### config.mk
export PLATFORM = sky130hd
export DESIGN_NAME = alu_rr_arbiter
export DESIGN_NICKNAME = d
export VERILOG_FILES = /design/src/rtl/alu_rr_arbiter.sv
export SDC_FILE = /design/constraint.sdc
export NUM_CORES = 1
export LEC_CHECK = 0
export BUFFER_PORTS_ARGS = -buffer_cell sky130_fd_sc_hd__buf_2
export CORE_ASPECT_RATIO = 0.6
export CORE_MARGIN = 1
export CORE_UTILIZATION = 38
export DETAILED_ROUTE_END_ITERATION = 8
export HOLD_SLACK_MARGIN = 0.08
export PLACE_DENSITY = 0.83
export RECOVER_POWER = 100
export SLEW_MARGIN = 10
export SYNTH_ARGS = -nofsm -noshare
export SYNTH_HDL_FRONTEND = slang
export SYNTH_SLANG_ARGS = --single-unit
export TNS_END_PERCENT = 30
### constraint.sdc
create_clock -name clk -period 1.3 [get_ports clk]
set_input_delay 0.325 -clock clk [delete_from_list [all_inputs] [get_ports clk]]
set_output_delay 0.325 -clock clk [all_outputs]
set_load 0.005 [all_outputs]
### src/rtl/alu_rr_arbiter.sv
// ---------------------------------------------------------------------------
// alu_rr_arbiter
//
// Round-robin front end that lets NREQ clients share one combinational 4-bit
// ALU. Only one operation is in flight at a time: a request is accepted in
// IDLE, presented to the ALU for exactly one cycle (EXEC), and its result is
// held in a response register until the consumer takes it (RESP).
//
// Ports
//   clk, rst_n        : clock (rising edge), asynchronous active-low reset
//   req_valid/ready   : per-requester handshake; req_ready is one-hot or zero
//   req_a/req_b       : 4-bit operands, requester i at bits [4i+3:4i]
//   req_func          : 3-bit ALU function, requester i at bits [3i+2:3i]
//   rsp_valid/ready   : response handshake
//   rsp_id            : index of the requester that issued the operation
//   rsp_result/z/l    : ALU result and flags captured at the end of EXEC
//   alu_a/b/func      : operands to the shared ALU, driven from op registers
//   alu_result/z/l    : combinational ALU outputs
//   busy              : high whenever an operation is in flight
//
// Parameters
//   NREQ : number of requesters, 2..4
//   IDW  : response ID width, 2**IDW >= NREQ
// ---------------------------------------------------------------------------

// Protocol checker: kept apart from the datapath so it can be dropped or
// rebound without touching the arbiter itself.
module alu_rr_arbiter_checker #(
    parameter int NREQ = 2,
    parameter int IDW  = 2
) (
    input logic            clk,
    input logic            rst_n,
    input logic [NREQ-1:0] req_ready,
    input logic            busy,
    input logic            rsp_valid,
    input logic            rsp_ready,
    input logic [IDW-1:0]  rsp_id,
    input logic [3:0]      rsp_result,
    input logic            rsp_z,
    input logic            rsp_l
);

    a_ready_onehot0: assert property (@(posedge clk) disable iff (!rst_n)
        $onehot0(req_ready));

    a_no_grant_while_busy: assert property (@(posedge clk) disable iff (!rst_n)
        busy |-> (req_ready == '0));

    a_rsp_implies_busy: assert property (@(posedge clk) disable iff (!rst_n)
        rsp_valid |-> busy);

    a_rsp_hold: assert property (@(posedge clk) disable iff (!rst_n)
        (rsp_valid && !rsp_ready) |=>
            (rsp_valid && $stable({rsp_id, rsp_result, rsp_z, rsp_l})));

endmodule

module alu_rr_arbiter #(
    parameter int NREQ = 2,
    parameter int IDW  = 2
) (
    input  logic              clk,
    input  logic              rst_n,
    input  logic [NREQ-1:0]   req_valid,
    output logic [NREQ-1:0]   req_ready,
    input  logic [4*NREQ-1:0] req_a,
    input  logic [4*NREQ-1:0] req_b,
    input  logic [3*NREQ-1:0] req_func,
    output logic              rsp_valid,
    input  logic              rsp_ready,
    output logic [IDW-1:0]    rsp_id,
    output logic [3:0]        rsp_result,
    output logic              rsp_z,
    output logic              rsp_l,
    output logic [3:0]        alu_a,
    output logic [3:0]        alu_b,
    output logic [2:0]        alu_func,
    input  logic [3:0]        alu_result,
    input  logic              alu_z,
    input  logic              alu_l,
    output logic              busy
);

    localparam int PW  = $clog2(NREQ);
    localparam int OPW = 4;
    localparam int FNW = 3;
    localparam logic [NREQ-1:0] ONE_HOT0 = {{(NREQ-1){1'b0}}, 1'b1};

    typedef enum logic [1:0] {
        ST_IDLE = 2'd0,
        ST_EXEC = 2'd1,
        ST_RESP = 2'd2
    } state_t;

    state_t          state_r;
    state_t          state_next_s;
    logic [PW-1:0]   rr_ptr_r;
    logic [PW-1:0]   rr_ptr_next_s;
    logic [3:0]      op_a_r;
    logic [3:0]      op_b_r;
    logic [2:0]      op_func_r;
    logic [IDW-1:0]  op_id_r;
    logic            grant_found_s;
    logic [PW-1:0]   grant_idx_s;
    logic            accept_s;
    logic            rsp_done_s;

    // Round-robin search starting at ptr. The loop walks from the farthest
    // candidate to the nearest so the nearest valid requester overwrites
    // everything else and is the one returned. Result is {found, index}.
    function automatic logic [PW:0] rr_search(input logic [NREQ-1:0] valid,
                                              input logic [PW-1:0]   ptr);
        logic [PW:0]     pick;
        logic [NREQ-1:0] rot;
        int              idx;
        pick = '0;
        for (int k = NREQ - 1; k >= 0; k--) begin
            idx = (int'(ptr) + k) % NREQ;
            rot = valid >> idx;
            if (rot[0]) begin
                pick = {1'b1, PW'(idx)};
            end else begin
                pick = pick;
            end
        end
        return pick;
    endfunction

    // Grant selection from the current pointer
    always_comb begin
        {grant_found_s, grant_idx_s} = rr_search(req_valid, rr_ptr_r);
    end

    // Handshake qualifiers
    always_comb begin
        accept_s   = (state_r == ST_IDLE) && grant_found_s;
        rsp_done_s = (state_r == ST_RESP) && rsp_ready;
    end

    // Grant strobe: only in IDLE, and forced low while reset is applied
    always_comb begin
        req_ready = '0;
        if (rst_n && accept_s) begin
            req_ready = ONE_HOT0 << grant_idx_s;
        end else begin
            req_ready = '0;
        end
    end

    // Pointer advances past the winner on every accept, wrapping at NREQ
    always_comb begin
        rr_ptr_next_s = rr_ptr_r;
        if (accept_s) begin
            if (grant_idx_s == PW'(NREQ - 1)) begin
                rr_ptr_next_s = '0;
            end else begin
                rr_ptr_next_s = grant_idx_s + PW'(1'b1);
            end
        end else begin
            rr_ptr_next_s = rr_ptr_r;
        end
    end

    // FSM next-state logic
    always_comb begin
        state_next_s = state_r;
        case (state_r)
            ST_IDLE: begin
                if (accept_s) begin
                    state_next_s = ST_EXEC;
                end else begin
                    state_next_s = ST_IDLE;
                end
            end
            ST_EXEC: begin
                state_next_s = ST_RESP;
            end
            ST_RESP: begin
                if (rsp_ready) begin
                    state_next_s = ST_IDLE;
                end else begin
                    state_next_s = ST_RESP;
                end
            end
            default: begin
                state_next_s = ST_IDLE;
            end
        endcase
    end

    // FSM state and round-robin pointer registers
    always_ff @(posedge clk or negedge rst_n) begin
        if (!rst_n) begin
            state_r  <= ST_IDLE;
            rr_ptr_r <= '0;
        end else begin
            state_r  <= state_next_s;
            rr_ptr_r <= rr_ptr_next_s;
        end
    end

    // Operand registers: request fields are sampled only on the accept cycle
    always_ff @(posedge clk or negedge rst_n) begin
        if (!rst_n) begin
            op_a_r    <= '0;
            op_b_r    <= '0;
            op_func_r <= '0;
            op_id_r   <= '0;
        end else if (accept_s) begin
            op_a_r    <= 4'(req_a >> (int'(grant_idx_s) * OPW));
            op_b_r    <= 4'(req_b >> (int'(grant_idx_s) * OPW));
            op_func_r <= 3'(req_func >> (int'(grant_idx_s) * FNW));
            op_id_r   <= IDW'(grant_idx_s);
        end else begin
            op_a_r    <= op_a_r;
            op_b_r    <= op_b_r;
            op_func_r <= op_func_r;
            op_id_r   <= op_id_r;
        end
    end

    // Response register: capture ALU outputs at the end of EXEC, hold until taken
    always_ff @(posedge clk or negedge rst_n) begin
        if (!rst_n) begin
            rsp_valid  <= 1'b0;
            rsp_id     <= '0;
            rsp_result <= '0;
            rsp_z      <= 1'b0;
            rsp_l      <= 1'b0;
        end else if (state_r == ST_EXEC) begin
            rsp_valid  <= 1'b1;
            rsp_id     <= op_id_r;
            rsp_result <= alu_result;
            rsp_z      <= alu_z;
            rsp_l      <= alu_l;
        end else if (rsp_done_s) begin
            rsp_valid  <= 1'b0;
        end else begin
            rsp_valid  <= rsp_valid;
        end
    end

    // The ALU sees the operand registers directly, so its inputs stay stable
    // from EXEC through RESP.
    assign alu_a    = op_a_r;
    assign alu_b    = op_b_r;
    assign alu_func = op_func_r;
    assign busy     = (state_r != ST_IDLE);

    alu_rr_arbiter_checker #(
        .NREQ (NREQ),
        .IDW  (IDW)
    ) u_checker (
        .clk        (clk),
        .rst_n      (rst_n),
        .req_ready  (req_ready),
        .busy       (busy),
        .rsp_valid  (rsp_valid),
        .rsp_ready  (rsp_ready),
        .rsp_id     (rsp_id),
        .rsp_result (rsp_result),
        .rsp_z      (rsp_z),
        .rsp_l      (rsp_l)
    );

endmodule

==> results of run 1 <==
area by class of cell:
cell class | instances | area [um^2] | share of cell area, %
well taps | 30 | 37.5 | 2.57
inverters | 3 | 11.3 | 0.770
multi-input cells | 45 | 408 | 27.9
clock inverters | 1 | 7.51 | 0.513
flip-flops and latches | 23 | 576 | 39.3
repair buffers | 67 | 382 | 26.1
clock buffers | 3 | 41.3 | 2.82
flip-flops by register name, summed over array words and instances (netlist names):
signal      flops
state_r         2
alu_a           4
rsp_id          1
rr_ptr_r        1
op_id_r         1
rsp_l           1
rsp_result      4
alu_b           4
alu_func        3
rsp_z           1
rsp_valid       1
worst max-delay path, delay by kind of cell, from the launching register on:
family / cells / cell delay (ps)
buf+inv: 1 / 90
flops: 1 / 420
simple gates: 3 / 470
power groups by stage:
| stage | clock (uW) | combinational (uW) | sequential (uW) |
|---|---|---|---|
| final | 452 | 1680 | 1300 |
| after global routing | 499 | 1840 | 1340 |
| after CTS | 468 | 1550 | 1290 |
| after detailed placement | 0 | 1470 | 1290 |
| after global placement | 0 | 1390 | 1260 |
| after floorplan | 0 | 754 | 1310 |
synthesized netlist by cell type (2+ instances only):
| cell | number |
|---|---|
| mux2_1 | 7 |
| a221o_1 | 11 |
| and3_1 | 12 |
| buf_2 | 2 |
| a21oi_1 | 2 |
| dfrtp_1 | 23 |
| inv_1 | 2 |
| buf_6 | 2 |
per-stage QoR:
stage | std cells | setup TNS, ps | util (%) | total power (uW) | setup WS, ps
after floorplan | 77 | -44.9 | - | 2060 | -44.9
after global placement | 166 | -6.06 | 57.9 | 2650 | -6.06
after detailed placement | 166 | -168 | 57.9 | 2770 | -37.6
after CTS | 172 | -1310 | 61.6 | 3310 | -266
after global routing | 172 | -2120 | 62.9 | 3670 | -321
final | 172 | -1400 | 62.9 | 3430 | -271
cells by family (layout without fill, tap and decap cells):
family / after synthesis / after routing / share of synthesized area, %
mux: 7 / 7 / 7.89
other cells: 1 / 1 / 0.375
compound gates: 17 / 17 / 15.3
buf+inv: 9 / 74 / 5.51
flops: 23 / 23 / 57.6
simple gates: 20 / 20 / 13.4
layer usage:
metal	wire (um)	vias up	part of all wire (%)
met5	0	-	0
met4	37	0	1.3
met3	232	5	8.4
met2	1350	41	49
met1	1130	433	41
li1	-	411	-
worst paths after layout:
check	to	depth (start not counted)	slack, ps
setup / recovery	req_ready[1]	4	-270
hold / removal	rsp_result[3]	2	280
setup reg to reg	alu_b[0]	5	-100
hold reg to reg	rsp_result[3]	1	500
max in group asynchronous	state_r[1]	3	210
min in group asynchronous	alu_a[2]	3	720
repair_timing:
| item | CTS | global route |
|---|---|---|
| hold buffers | 1 | 0 |
| setup buffers | 1 | 1 |
| pin swaps | 2 | 2 |
| endpoints found under the setup margin | 18 | 22 |
| endpoints found under the hold margin | 23 | 0 |
| resized for setup | 4 | 9 |
==> impl_metrics.env, run 1 <==
export IMPL_crit_type="flip-flop to primary output"
export IMPL_cts_made_buffers=3
export IMPL_clkSinkCount=23
export IMPL_syn2layout_area_growth_pct=46.3
export IMPL_pin_count=56
export IMPL_core_um2=2330
export IMPL_min_period_ps=1570
export IMPL_path_cells="nor2_4, and3_4, and2_4, buf_6"
export IMPL_avgSynthCellArea_um2=13.0
export IMPL_die_x_um=68.2
export IMPL_timing_hold_violations_final=0
export IMPL_fp_row_count=13
export IMPL_die_area_um2=2850
export IMPL_violations="setup timing"
export IMPL_final_common_cell="buf_2"
export IMPL_htreeDepth=1
export IMPL_synth_top_area_share_pct=57.6
export IMPL_mostFrequentLayoutCells="53 x buf_2, 23 x dfrtp_1, 12 x and3_1, 11 x a221o_1, 9 x buf_4"
export IMPL_grtUsageMet2_pct=35.7
export IMPL_grt_ovfl_total=0
export IMPL_fin_crit_sh_pct=121
export IMPL_drt_pass1_iter_count=3
export IMPL_layout_nets=176
export IMPL_route_detailed_drc=0
export IMPL_cts_tree="built"
export IMPL_max_freq_mhz=637
export IMPL_synth_flop_cell="dfrtp_1"
export IMPL_worst_pin_slew_ps=558
export IMPL_drt_iter0_drc=44
export IMPL_track_usage_pct=20.9
export IMPL_final_setup_skew_ps=7.80
export IMPL_setup_viol=14
export IMPL_syn_inst=77
export IMPL_yosysSeqAreaShare_pct=57.6
export IMPL_vias_per_cell=5.17
export IMPL_ant_nets=0
export IMPL_intPower_uw=2280
export IMPL_grt_pass1_wl_um=4130
export IMPL_yosysWarnings=0
export IMPL_clk_latency_ps=270
export IMPL_port_buffer_count=54
export IMPL_synth_edf_count=0
export IMPL_met3_usage_pct=8.24
export IMPL_place_gp_congestion=0.726
export IMPL_vias=890
export IMPL_yosysTopAreaCell="dfrtp_1"
export IMPL_cp_required_ps=980
export IMPL_ir_worst_vdd_mv=0.894
export IMPL_diodes=0
export IMPL_crit_path_end_kind="primary output"
export IMPL_initial_core_util_pct=43.0
export IMPL_critPathMaxStageDelay_ps=420
export IMPL_power_frac_clock_pct=13.2
export IMPL_fin_area_um2=1460
export IMPL_root_buffer="clkbuf_8"
export IMPL_whs_ps=277
export IMPL_p_sw_uw=1150
export IMPL_cts_clk_slew_worst_paths_ps=90
export IMPL_wl_um=2750
export IMPL_comb_power_share_pct=49.1
export IMPL_antenna_found_initial=0
export IMPL_async_reset_ff_share_pct=100
export IMPL_drive_gt1_share_pct=59.2
export IMPL_switching_share_pct=33.5
export IMPL_drv_slew=0
export IMPL_cpMaxStageDelayCell="dfrtp_1"
export IMPL_pwr_density_cell_nw_per_um2=2350
export IMPL_min_path_type="input port to flip-flop"
export IMPL_yosys_top_cells_area="dfrtp_1 58%, a221o_1 11%, mux2_1 7.9%, and3_1 7.5%, buf_6 2.3%"
export IMPL_synth_fp_nets=110
export IMPL_relSlewSlack_pct=62.8
export IMPL_critPathLaunchType="flip-flop"
export IMPL_chipHeight_um=41.7
export IMPL_r2r_start="state_r[0]"
export IMPL_place_area_um2=1350
export IMPL_crit_arrival_ps=1250
export IMPL_gr_max_usage_layer="met2"
export IMPL_ys_types=24
export IMPL_sequentialPowerShare_pct=37.8
export IMPL_hold_start="alu_result[3]"
export IMPL_hpwlAfterDp_um=2040
export IMPL_met1_usage_pct=23.1
export IMPL_fillCellCount=198
export IMPL_clock_path_buffers=2
export IMPL_crit_path_max_fanout=3
export IMPL_maxCapViolCount=0
export IMPL_rsz0062_at_grt="yes"
export IMPL_grt_start_max_net_pins=24
export IMPL_synth_seq_cells=23
export IMPL_grt_pass1_vias=879
export IMPL_synthesis_area_um2=1000
export IMPL_crit_start="state_r[0]"
export IMPL_outcome="complete, but fails checks"
export IMPL_post_drt_wl_per_cell_um=16.0
export IMPL_worst_slack_ps=-271
export IMPL_power_leakage_uw=0.000810
(Power assumes the default switching activity.)
==> run 2, diff against run 1 <==
BUFFER_PORTS_ARGS = -buffer_cell sky130_fd_sc_hd__buf_4   (was -buffer_cell sky130_fd_sc_hd__buf_2)
CAP_MARGIN = 20   (was unset)
SLEW_MARGIN = 20   (was 10)
==> run 2 against run 1 <==
The flow still finishes with violations (setup timing). Non-clock buffer count is 3 higher. Sequential power is essentially flat. Sequential share of layout area decreased by 3.5 points. Global-route usage unchanged. Clock skew fell by 3.7 ps. Cell count is 1.7% higher. Clock-buffer cell count is 1 higher. Combinational power increased by 15%. Total power rose by 7.2%. Worst setup slack gained 7.5 ps. Clock power is 2% lower.
==> impl_metrics.env, run 2 (synthesis gave the netlist of run 1 again) <==
export IMPL_drv_slew=0
export IMPL_crit_arrival_ps=1240
export IMPL_path_cells="nor2_4, and3_4, and2_4, buf_6"
export IMPL_route_detailed_drc=0
export IMPL_pwr_density_cell_nw_per_um2=2290
export IMPL_cp_num_cells=4
export IMPL_r2r_start="state_r[0]"
export IMPL_layout_nets=179
export IMPL_post_layout_nonfiller_instances=175
export IMPL_final_common_cell="buf_4"
export IMPL_post_route_util_pct=69.0
export IMPL_syn2layout_area_growth_pct=60.6
export IMPL_grt_start_max_net_pins=24
export IMPL_worst_pin_slew_ps=580
export IMPL_critPathMaxStageDelay_ps=410
export IMPL_cts_clk_slew_worst_paths_ps=80
export IMPL_cts_made_buffers=3
export IMPL_root_buffer="clkbuf_8"
export IMPL_ant_nets=0
export IMPL_vias=904
export IMPL_p_total_uw=3680
export IMPL_rsz0062_at_grt="yes"
export IMPL_timing_hold_violations_final=0
export IMPL_fin_area_um2=1610
export IMPL_port_buffer_count=54
export IMPL_critPathCapture="req_ready[1]"
export IMPL_reg2reg_slack_ps=-250
export IMPL_violations="setup timing"
export IMPL_crit_path_max_fanout=3
export IMPL_diodes=0
export IMPL_cp_required_ps=980
export IMPL_drt_iter0_drc=39
export IMPL_fp_row_count=13
export IMPL_relSlewSlack_pct=61.3
export IMPL_place_gp_congestion=0.718
export IMPL_worst_path_buf_inv=1
export IMPL_crit_path_end_kind="primary output"
export IMPL_crit_family="simple AND/OR/NAND/NOR gates"
export IMPL_critPathLaunchType="flip-flop"
export IMPL_hpwlAfterDp_um=2030
export IMPL_chipHeight_um=41.7
export IMPL_post_drt_wl_per_cell_um=16.5
export IMPL_track_usage_pct=20.9
export IMPL_timing_rr_end="alu_func[0]"
export IMPL_final_setup_skew_ps=4.13
export IMPL_maxCapViolCount=0
export IMPL_die_area_um2=2850
export IMPL_power_leakage_uw=0.000853
export IMPL_cts_tree="built"
export IMPL_min_path_type="input port to flip-flop"
export IMPL_wl_um=2880
export IMPL_clkSinkCount=23
export IMPL_outcome="complete, but fails checks"
export IMPL_crit_type="flip-flop to primary output"
export IMPL_drive_gt1_share_pct=55.9
export IMPL_max_freq_mhz=640
export IMPL_vias_per_cell=5.17
export IMPL_fin_crit_sh_pct=120
export IMPL_initial_core_util_pct=43.0
export IMPL_setup_viol=16
export IMPL_crit_start="state_r[0]"
export IMPL_min_period_ps=1560
export IMPL_grt_pass1_vias=924
export IMPL_mostFrequentLayoutCells="43 x buf_4, 23 x dfrtp_1, 17 x clkbuf_4, 12 x and3_1, 11 x a221o_1"
export IMPL_cpMaxStageDelayCell="dfrtp_1"
export IMPL_htreeDepth=1
export IMPL_reg2reg_depth=7
export IMPL_drt_pass1_iter_count=4
export IMPL_ir_worst_vdd_mv=0.974
export IMPL_min_path_cells=2
export IMPL_pin_count=56
export IMPL_antenna_found_initial=0
export IMPL_place_area_um2=1480
export IMPL_clk_latency_ps=260
export IMPL_grt_ovfl_total=0
export IMPL_die_x_um=68.2
export IMPL_worst_slack_ps=-264
export IMPL_grt_pass1_wl_um=4230
export IMPL_dp_cells=166
export IMPL_core_um2=2330
export IMPL_dp_slack_ps=-30.7
export IMPL_clock_path_buffers=2
run 2: changes by cell type in the layout (fill, tap and decap cells not counted), moves of 4 or more:
cell and delta:
clkbuf_1 +4, buf_2 -53, clkbuf_4 +17, buf_4 +34
run 2: worst register-to-register path, cell delays in order, from the launching register on:
cell and delay (ps):
dfrtp_1 410, nor2_4 150, buf_4 120, buf_4 110
buf_6 90, o21ai_2 50, clkbuf_2 150, a221o_1 360
run 2: what timing repair did:
| action | CTS | global route |
|---|---|---|
| setup buffers | 3 | 1 |
| hold buffers | 1 | 0 |
| hold endpoints to repair | 23 | 0 |
| gates resized for setup | 5 | 10 |
| pin swaps | 3 | 4 |
| setup endpoints to repair | 16 | 23 |
run 2: worst min-delay path by stage:
stage | to | from
finish | rsp_result[3] | alu_result[3]
global route | rsp_result[3] | alu_result[3]
CTS | rsp_result[3] | alu_result[3]
detailed placement | state_r[1] | rst_n
global placement | alu_a[1] | rst_n
floorplan | alu_a[0] | rst_n
run 2: per-layer routing:
layer / wire length, um / vias to the layer above / global-route usage [%] / share of wire (%)
li1: - / 418 / - / -
met1: 1220 / 436 / 24.3 / 42
met2: 1370 / 44 / 34.9 / 48
met3: 244 / 6 / 8.24 / 8.5
met4: 45 / 0 / 6.25 / 1.6
met5: 0 / - / 0 / 0
run 2: cell type report:
| class | count | area (um^2) |
|---|---|---|
| fill | 170 | 721 |
| clock buffer | 4 | 45.0 |
| tap | 30 | 37.5 |
| multi-input combinational | 45 | 405 |
| sequential | 23 | 576 |
| timing repair buffer | 70 | 531 |
| inverter | 3 | 11.3 |
run 2: stage by stage:
| step | hold slack, ps | TNS, ps |
|---|---|---|
| floorplan | 29.4 | -44.9 |
| global placement | 341 | -2.89 |
| detailed placement | 348 | -151 |
| CTS | 277 | -1770 |
| global route | 269 | -4160 |
| finish | 275 | -3210 |
run 2: report_power, final:
| part | internal, uW | switching (uW) |
|---|---|---|
| combinational | 1210 | 732 |
| sequential | 1070 | 223 |
| clock | 219 | 224 |
==> run 3, diff against run 2 <==
CORE_UTILIZATION = 45   (was 38)
PLACE_DENSITY = 0.91   (was 0.83)
SKIP_CTS_REPAIR_TIMING = 1   (was unset)
clock period = 2 ns   (was 1.3 ns; I/O delays follow)
==> run 3 against run 2 <==
The flow now finishes without violations. Critical path depth stayed put. Routed wire length is 13% lower. Global-route usage is 2.3 points higher. Sequential power is 35% lower. Total power is 44% lower. First-iteration DRC count is 85% higher. Flip-flop and latch count stayed put. Via count is 4.9% lower. Register-to-register slack better by 550 ps.
==> impl_metrics.env, run 3 (synthesis gave the netlist of run 1 again) <==
export IMPL_grt_pass1_vias=842
export IMPL_min_path_type="input port to flip-flop"
export IMPL_core_um2=1970
export IMPL_cts_tree="built"
export IMPL_drv_slew=0
export IMPL_route_detailed_drc=0
export IMPL_drt_pass1_iter_count=4
export IMPL_fp_row_count=12
export IMPL_crit_path_max_fanout=13
export IMPL_drt_iter0_drc=72
export IMPL_mostFrequentLayoutCells="34 x buf_4, 23 x dfrtp_1, 20 x clkbuf_4, 12 x and3_1, 11 x a221o_1"
export IMPL_fin_crit_sh_pct=92.6
export IMPL_cp_required_ps=1500
export IMPL_wl_um=2500
export IMPL_clock_path_buffers=2
export IMPL_root_buffer="clkbuf_8"
export IMPL_crit_path_end_kind="primary output"
export IMPL_rsz0062_at_grt="no"
export IMPL_die_x_um=62.9
export IMPL_critPathLaunchType="flip-flop"
export IMPL_p_total_uw=2060
export IMPL_port_buffer_count=54
export IMPL_ant_nets=0
export IMPL_pwr_density_cell_nw_per_um2=1410
export IMPL_grt_start_max_net_pins=19
export IMPL_maxCapViolCount=0
export IMPL_pin_count=56
export IMPL_vias_per_cell=5.31
export IMPL_timing_hold_violations_final=0
export IMPL_post_drt_wl_per_cell_um=15.4
export IMPL_place_area_um2=1430
export IMPL_max_freq_mhz=540
export IMPL_place_gp_congestion=0.777
export IMPL_final_setup_skew_ps=0.792
export IMPL_track_usage_pct=23.2
export IMPL_relSlewSlack_pct=31.3
export IMPL_syn2layout_area_growth_pct=46.3
export IMPL_min_period_ps=1850
export IMPL_antenna_found_initial=0
export IMPL_clkSinkCount=23
export IMPL_hpwlAfterDp_um=1900
export IMPL_crit_type="flip-flop to primary output"
export IMPL_power_leakage_uw=0.000761
export IMPL_final_common_cell="buf_4"
export IMPL_htreeDepth=1
export IMPL_grt_pass1_wl_um=3990
export IMPL_ir_worst_vdd_mv=0.837
export IMPL_grt_ovfl_total=0
export IMPL_vias=860
export IMPL_outcome="finished clean"
export IMPL_die_area_um2=2420
export IMPL_layout_nets=168
export IMPL_setup_tns_ps=0
export IMPL_fin_area_um2=1460
export IMPL_setup_viol=0
export IMPL_drive_gt1_share_pct=44.8
export IMPL_clk_latency_ps=260
export IMPL_cts_clk_slew_worst_paths_ps=80
export IMPL_crit_arrival_ps=1350
export IMPL_chipHeight_um=38.5
export IMPL_worst_pin_slew_ps=1020
export IMPL_diodes=0
export IMPL_initial_core_util_pct=50.8
export IMPL_cts_made_buffers=3
run 3: power breakdown:
part           switching (uW)  internal, uW  total, uW
registers                 151           698        849
clock network             138           142        279
logic                     383           550        933
total                     672          1390       2060
run 3: layout make-up:
| type | instances | area [um^2] |
|---|---|---|
| inverter | 3 | 11.3 |
| clock buffer | 4 | 45.0 |
| timing repair buffer | 59 | 430 |
| multi-input combinational | 45 | 365 |
| fill | 148 | 504 |
| tap | 28 | 35.0 |
| sequential | 23 | 576 |
run 3: path summary, 6_finish.rpt:
| kind | depth (start not counted) | slack, ps | end | from |
|---|---|---|---|---|
| max | 4 | 150 | req_ready[1] | state_r[1] |
| min | 2 | 450 | rsp_result[0] | alu_result[0] |
| max reg2reg | 4 | 300 | alu_b[0] | state_r[1] |
| min reg2reg | 1 | 480 | rsp_result[1] | rsp_result[1] |
| max in group asynchronous | 2 | 820 | alu_b[2] | rst_n |
| min in group asynchronous | 2 | 610 | op_id_r[0] | rst_n |
run 3: routing by layer:
layer / share of wire [%] / GRT usage, %
met1: 42 / 29.1
met2: 49 / 38.6
met3: 8.8 / 9.23
met4: 0.44 / 5.23
met5: 0 / 0
run 3: critical path, cell delays in order (launching register included):
cell     delay [ps]
dfrtp_1         450
nor2_4          110
and3_4          280
and2_0          140
buf_4           110
run 3: per-stage QoR:
step           hold WS, ps  instances  util, %  setup WS (ps)
6_report               449        162     74.4            147
4_1_cts               40.9        161     74.8            142
3_5_place_dp           325        157     72.5            281
2_1_floorplan          204         77        -            458
3_3_place_gp           320        157     72.5            292
5_1_grt                449        162     74.4           69.3
